[config.mk]
export PLATFORM = sky130hd
export DESIGN_NAME = csr_file
export DESIGN_NICKNAME = d
export VERILOG_FILES = /design/src/rtl/csr_file.sv
export SDC_FILE = /design/constraint.sdc
export NUM_CORES = 1
export LEC_CHECK = 0
export CAP_MARGIN = 25
export CELL_PAD_IN_SITES_DETAIL_PLACEMENT = 2
export CELL_PAD_IN_SITES_GLOBAL_PLACEMENT = 2
export CORE_UTILIZATION = 28
export DETAILED_ROUTE_END_ITERATION = 16
export DONT_BUFFER_PORTS = 1
export GPL_ROUTABILITY_DRIVEN = 1
export HOLD_SLACK_MARGIN = 0.12
export PLACE_DENSITY_LB_ADDON = 0.1
export SLEW_MARGIN = 20
export SYNTH_ARGS = -nofsm -noshare
export SYNTH_HDL_FRONTEND = slang
export SYNTH_SLANG_ARGS = --single-unit
[constraint.sdc]
create_clock -name clk -period 3.3 [get_ports clk]
set_input_delay 0.66 -clock clk [delete_from_list [all_inputs] [get_ports clk]]
set_output_delay 0.66 -clock clk [all_outputs]
set_load 0.02 [all_outputs]
[src/rtl/csr_file.sv]
// Machine-mode CSR responder.
// Holds mstatus/mie/mtvec/mepc/mcause/mip/mcycle, arbitrates timer and
// external interrupts and supplies the PC redirect target on trap entry
// and on mret.
// Ports:
//   clk, rst_n            clock, asynchronous active-low reset
//   csr_rd/csr_wr/is_mret decoder requests
//   csr_addr, csr_wdata   CSR address and write data (rs1)
//   pc, pc_valid          PC of the instruction in this stage, valid flag
//   timer_irq, ext_irq    level-sensitive interrupt lines
//   csr_rdata             combinational read data (0 when csr_rd = 0)
//   epc_taken, epc        combinational PC redirect request and target
module csr_file #(
   parameter logic [31:0] MTVEC_RST = 32'h0000_0000,
   parameter logic [31:0] MEPC_RST  = 32'h0000_0000
) (
   input  logic        clk,
   input  logic        rst_n,
   input  logic        csr_rd,
   input  logic        csr_wr,
   input  logic        is_mret,
   input  logic [11:0] csr_addr,
   input  logic [31:0] csr_wdata,
   input  logic [31:0] pc,
   input  logic        pc_valid,
   input  logic        timer_irq,
   input  logic        ext_irq,
   output logic [31:0] csr_rdata,
   output logic        epc_taken,
   output logic [31:0] epc
);

   localparam logic [11:0] A_MSTATUS = 12'h300;
   localparam logic [11:0] A_MIE     = 12'h304;
   localparam logic [11:0] A_MTVEC   = 12'h305;
   localparam logic [11:0] A_MEPC    = 12'h341;
   localparam logic [11:0] A_MCAUSE  = 12'h342;
   localparam logic [11:0] A_MIP     = 12'h344;
   localparam logic [11:0] A_MCYCLE  = 12'hB00;
   localparam logic [11:0] A_MCYCLEH = 12'hB80;

   localparam logic [31:0] CAUSE_EXT = 32'h8000_000B;
   localparam logic [31:0] CAUSE_TMR = 32'h8000_0007;

   logic        st_mie, st_mpie;
   logic        ie_mtie, ie_meie;
   logic [31:0] mtvec, mepc, mcause;
   logic [63:0] mcycle;

   logic        ext_hit, tmr_hit, irq_pend;
   logic        trap_go, mret_go, wr_go;
   logic [31:0] cause, base, vec_tgt;

   // ---------------- interrupt arbitration / redirect ----------------
   assign ext_hit  = ext_irq & ie_meie;
   assign tmr_hit  = timer_irq & ie_mtie;
   assign irq_pend = st_mie & pc_valid & (ext_hit | tmr_hit);
   assign cause    = ext_hit ? CAUSE_EXT : CAUSE_TMR;

   assign mret_go  = is_mret & pc_valid;
   // mret wins; the interrupt is re-evaluated next cycle with restored MIE.
   assign trap_go  = irq_pend & ~is_mret;
   // The trapped instruction is flushed, so its CSR write must not land.
   assign wr_go    = csr_wr & pc_valid & ~trap_go;

   assign base     = {mtvec[31:2], 2'b00};
   assign vec_tgt  = base + {26'd0, cause[3:0], 2'b00};

   assign epc_taken = trap_go | mret_go;
   assign epc       = mret_go ? mepc :
                      (mtvec[1:0] == 2'b01) ? vec_tgt : base;

   // ---------------- read mux ----------------
   always_comb begin
      csr_rdata = 32'd0;
      if (csr_rd) begin
         case (csr_addr)
            A_MSTATUS: csr_rdata = {24'd0, st_mpie, 3'd0, st_mie, 3'd0};
            A_MIE:     csr_rdata = {20'd0, ie_meie, 3'd0, ie_mtie, 7'd0};
            A_MTVEC:   csr_rdata = mtvec;
            A_MEPC:    csr_rdata = mepc;
            A_MCAUSE:  csr_rdata = mcause;
            A_MIP:     csr_rdata = {20'd0, ext_irq, 3'd0, timer_irq, 7'd0};
            A_MCYCLE:  csr_rdata = mcycle[31:0];
            A_MCYCLEH: csr_rdata = mcycle[63:32];
            default:   csr_rdata = 32'd0;
         endcase
      end
   end

   // ---------------- CSR state ----------------
   always_ff @(posedge clk or negedge rst_n) begin
      if (!rst_n) begin
         st_mie  <= 1'b0;
         st_mpie <= 1'b0;
         ie_mtie <= 1'b0;
         ie_meie <= 1'b0;
         mtvec   <= MTVEC_RST;
         mepc    <= MEPC_RST;
         mcause  <= 32'd0;
      end else if (trap_go) begin
         mepc    <= pc;
         mcause  <= cause;
         st_mpie <= st_mie;
         st_mie  <= 1'b0;
      end else begin
         if (wr_go) begin
            case (csr_addr)
               A_MSTATUS: begin
                  st_mie  <= csr_wdata[3];
                  st_mpie <= csr_wdata[7];
               end
               A_MIE: begin
                  ie_mtie <= csr_wdata[7];
                  ie_meie <= csr_wdata[11];
               end
               A_MTVEC:  mtvec  <= csr_wdata;
               A_MEPC:   mepc   <= {csr_wdata[31:2], 2'b00};
               A_MCAUSE: mcause <= csr_wdata;
               default: ;
            endcase
         end
         // Placed after the write so mret's mstatus update takes precedence.
         if (mret_go) begin
            st_mie  <= st_mpie;
            st_mpie <= 1'b1;
         end
      end
   end

   // ---------------- cycle counter ----------------
   // A write to either half suppresses the increment for that cycle.
   always_ff @(posedge clk or negedge rst_n) begin
      if (!rst_n)
         mcycle <= 64'd0;
      else if (wr_go && csr_addr == A_MCYCLE)
         mcycle[31:0] <= csr_wdata;
      else if (wr_go && csr_addr == A_MCYCLEH)
         mcycle[63:32] <= csr_wdata;
      else
         mcycle <= mcycle + 64'd1;
   end

endmodule
==> out/qor.csv <==
stage;metric;value;unit
outcome;status;complete, but fails checks;
outcome;violations;negative hold slack;
power;combPwrFrac;0.055;
worst_setup_path;rr_endpoint;mcycle[34];
min_path;hold_class;in2async;
clock_tree;clk_latency;0.46;ns
timing;fin_crit_sh;0.978;
timing;slew_headroom;0.274;
worst_setup_path;endpoint_kind;output pin;
global_routing;antenna_found_initial;0;
cells_and_area;finalInstanceArea;12400;um2
yosys;synthCells;1206;
timing;fin_hold_ws;-0.0931;ns
cells_and_area;fill_cells;4062;
worst_setup_path;reg2reg_depth;9;
clock_tree;path_clk_slew;0.07;ns
yosys;synth_edf_count;0;
placement;place_congestion;0.835;
timing;max_freq;310;MHz
routing;drtAntennaViolNets;0;
power;switchingPower;1.31;mW
floorplanning;io_pins;149;
job;drv_cap;0;
timing;setup_viol_count_final;0;
timing;worst_pin_slew;1.09;ns
worst_setup_path;cp_data_required_time;2.64;ns
floorplanning;fp.dieW;195;um
power;p_leak;5.19;nW
floorplanning;die_area;38100;um2
routing;drc;0;
clock_tree;cts_root_buf;clkbuf_16;
placement;postPlaceCellArea;11700;um2
placement;hpwlAfterDp;38000;um
yosys;ys_ff_latch;164;
global_routing;first_global_vias;10900;
yosys;ys_seq_area_frac;0.393;
global_routing;grt_overflow;0;
power;netSwitchingFraction;0.283;
yosys;ys_warn_count;0;
worst_setup_path;path_max_fanout;5;
floorplanning;core_area;36700;um2
routing;wl;52000;um
global_routing;grt_max_degree;165;
global_routing;grt_pass1_wl;76800;um
cells_and_area;fin_nets;1349;
yosys;yosys_most_used_dff;dfrtp_1;
worst_setup_path;crit_top_cell;buf_4;
yosys;syn-num-nets;1292;
clock_tree;htree_levels;4;
yosys;yosys.cell_types.count;78;
power;seqPwrFrac;0.479;
routing;vias_per_cell;6.13;
worst_setup_path;r2r_slack;0.56;ns
cells_and_area;most-common-layout-cells;159 x dfrtp_1, 126 x nand2_1, 118 x buf_4, 98 x nor2_1, 93 x a21oi_1;
timing;slew_violations;0;
routing;vias;10700;
cells_and_area;final_common_cell;dfrtp_1;
worst_setup_path;crit_chain;buf_4 -> buf_4 -> o21ai_0 -> a21oi_1 -> o21ai_0 -> buf_4 -> xor2_1 -> a21oi_1 -> buf_4;
power;peakVddDrop;0.278;mV
placement;io_buffers;0;
cells_and_area;area_growth;18.8;%
clock_tree;cts_buffers;17;
worst_setup_path;critical_path_class;reg2out;
yosys;avgSynthCellArea;8.67;um2
power;clkPwrFrac;0.466;
clock_tree;cts_num_sinks;164;
routing;drtIter0Drc;824;
yosys;synth_area;10500;um2
routing;wl_per_cell;29.8;um
timing;final-hold-violation-count;164;
timing;period_needed;3.23;ns
floorplanning;start_util;0.285;
worst_setup_path;critPathBufInv;4;
worst_setup_path;r2r-start;mcycle[0];
clock_tree;cts_tree;done;
worst_setup_path;crit_family;compound AO/OA/AOI/OAI gates;
worst_setup_path;cpMaxStageDelayCell;dfrtp_2;
power;p_per_area;372;nW/um2
power;p_int;3.32;mW
timing;rsz0062_at_grt;true;
floorplanning;rows;70;
routing;dr.pass1.iters;6;
global_routing;grt.total_usage;0.274;
yosys;async_reset_ff_frac;1.00;
cells_and_area;drive_gt1_frac;0.186;
worst_setup_path;cp-start-kind;flop;
floorplanning;die_h;195;um
clock_tree;cts_max_path_buffers;2;
worst_setup_path;arrival;2.57;ns
timing;fin_worst_skew;0.0194;ns
worst_setup_path;slowest_delay;0.42;ns
==> power groups by stage <==
stage	clock network, mW	registers [mW]	logic, mW
after floorplan	0	2.18	0.187
after global placement	0	2.25	0.249
after CTS	2.21	2.21	0.257
final	2.15	2.21	0.257
after detailed placement	0	2.25	0.254
after global routing	2.26	2.23	0.278
==> synth_stat cells (3+ instances only) <==
library cell  count  share of area
o21ai_1          12         0.0057
buf_2            36          0.017
o41ai_1           3         0.0025
or3_1             9         0.0054
and2_1            8         0.0048
a21oi_1          97          0.046
and4_1           10         0.0084
and3_1           17          0.010
a221o_1           3         0.0029
a21boi_0         26          0.019
nor4_2            3         0.0036
a211o_1           3         0.0025
nor2b_1           5         0.0030
a41oi_1           3         0.0025
o22ai_1          24          0.014
o31ai_1           4         0.0029
dfrtp_1         164           0.39
xor2_1           14          0.012
or4_1             6         0.0043
o21ai_0          65          0.031
a22oi_1          41          0.029
nand4_1          33          0.020
a211oi_1          3         0.0022
and3b_1           3         0.0025
a222oi_1         31          0.030
nand2_1         129          0.046
nor2_1           99          0.036
o211ai_1          5         0.0036
nand3_1          63          0.030
mux2_2           29          0.031
nor4_1           12         0.0072
a22o_1           33          0.028
nor3_1           21          0.010
clkbuf_1         47          0.017
a31oi_1          12         0.0072
inv_1            18         0.0065
mux2i_1          39          0.037
o22a_1            3         0.0025
o311a_1           3         0.0029
buf_1             3         0.0011
or2_2             4         0.0024
a221oi_1          3         0.0025
xnor2_1          16          0.013
==> cell type report <==
type / count / area [um2] / share of cell area
clock buffers: 18 / 429 / 0.0345
clock inverters: 14 / 165 / 0.0133
inverters: 19 / 71.3 / 0.00574
repair buffers: 126 / 1050 / 0.0842
well taps: 468 / 586 / 0.0471
diodes: 1 / 2.50 / 0.000201
multi-input cells: 935 / 6010 / 0.484
flip-flops and latches: 164 / 4110 / 0.331
==> how the worst max path moves through the flow <==
| stage | startpoint | end | slack [ns] | cells past startpoint |
|---|---|---|---|---|
| 2_1_floorplan | csr_addr[10] | csr_rdata[13] | 0.17 | 7 |
| 3_3_place_gp | csr_addr[10] | csr_rdata[11] | 0.02 | 7 |
| 3_5_place_dp | mtvec[2] | epc[20] | 0.09 | 9 |
| 4_1_cts | mtvec[3] | epc[10] | 0.003 | 9 |
| 5_1_grt | mtvec[1] | epc[26] | -0.03 | 8 |
| 6_report | mtvec[2] | epc[13] | 0.07 | 9 |
==> stage by stage <==
step	TNS, ns	utilization	cells	setup WS, ns	power [mW]
after floorplan	0	-	1206	0.175	2.36
after global placement	0	0.318	1706	0.0228	2.50
after detailed placement	0	0.319	1706	0.0933	2.51
after CTS	0	0.337	1740	0.00290	4.68
after global routing	-0.0532	0.338	1744	-0.0326	4.77
final	0	0.339	1745	0.0733	4.63
==> worst reg2reg max path, cell delays in order (launching register included) <==
cell and delay (ns):
dfrtp_1 0.48, ha_1 0.24, nand3_1 0.16, buf_4 0.22, or4_4 0.51, nor4_4 0.35
buf_4 0.25, nand4_1 0.13, a31oi_1 0.20, o31ai_1 0.09
==> what timing repair did <==
action,4_1_cts,5_1_grt
setup buffers,2,4
endpoints found under the setup margin,17,11
endpoints found under the hold margin,164,164
resized for setup,14,11
pin swaps,0,4
==> state kept, by name, summed over array words and instances (netlist names) <==
signal	cells
mcycle	64
mcause	32
mepc	32
mtvec	32
ie_meie	1
ie_mtie	1
st_mie	1
st_mpie	1
==> per-layer routing <==
layer	track usage	up-vias	wire, um
li1	-	4694	-
met1	0.400	5696	25300
met2	0.435	280	23900
met5	0	-	0
met4	0.0458	0	490
met3	0.0377	28	2330
==> kinds of logic after synthesis <==
| family | share of synthesized area |
|---|---|
| buffers and inverters | 0.0434 |
| muxes | 0.0686 |
| and+or+nand+nor | 0.216 |
| adders and majority gates | 0.00239 |
| DFF | 0.393 |
| xor gates and xnor gates | 0.0251 |
| AOI/OAI and AO/OA | 0.251 |
Note: power is estimated with default switching activity, not from simulation.
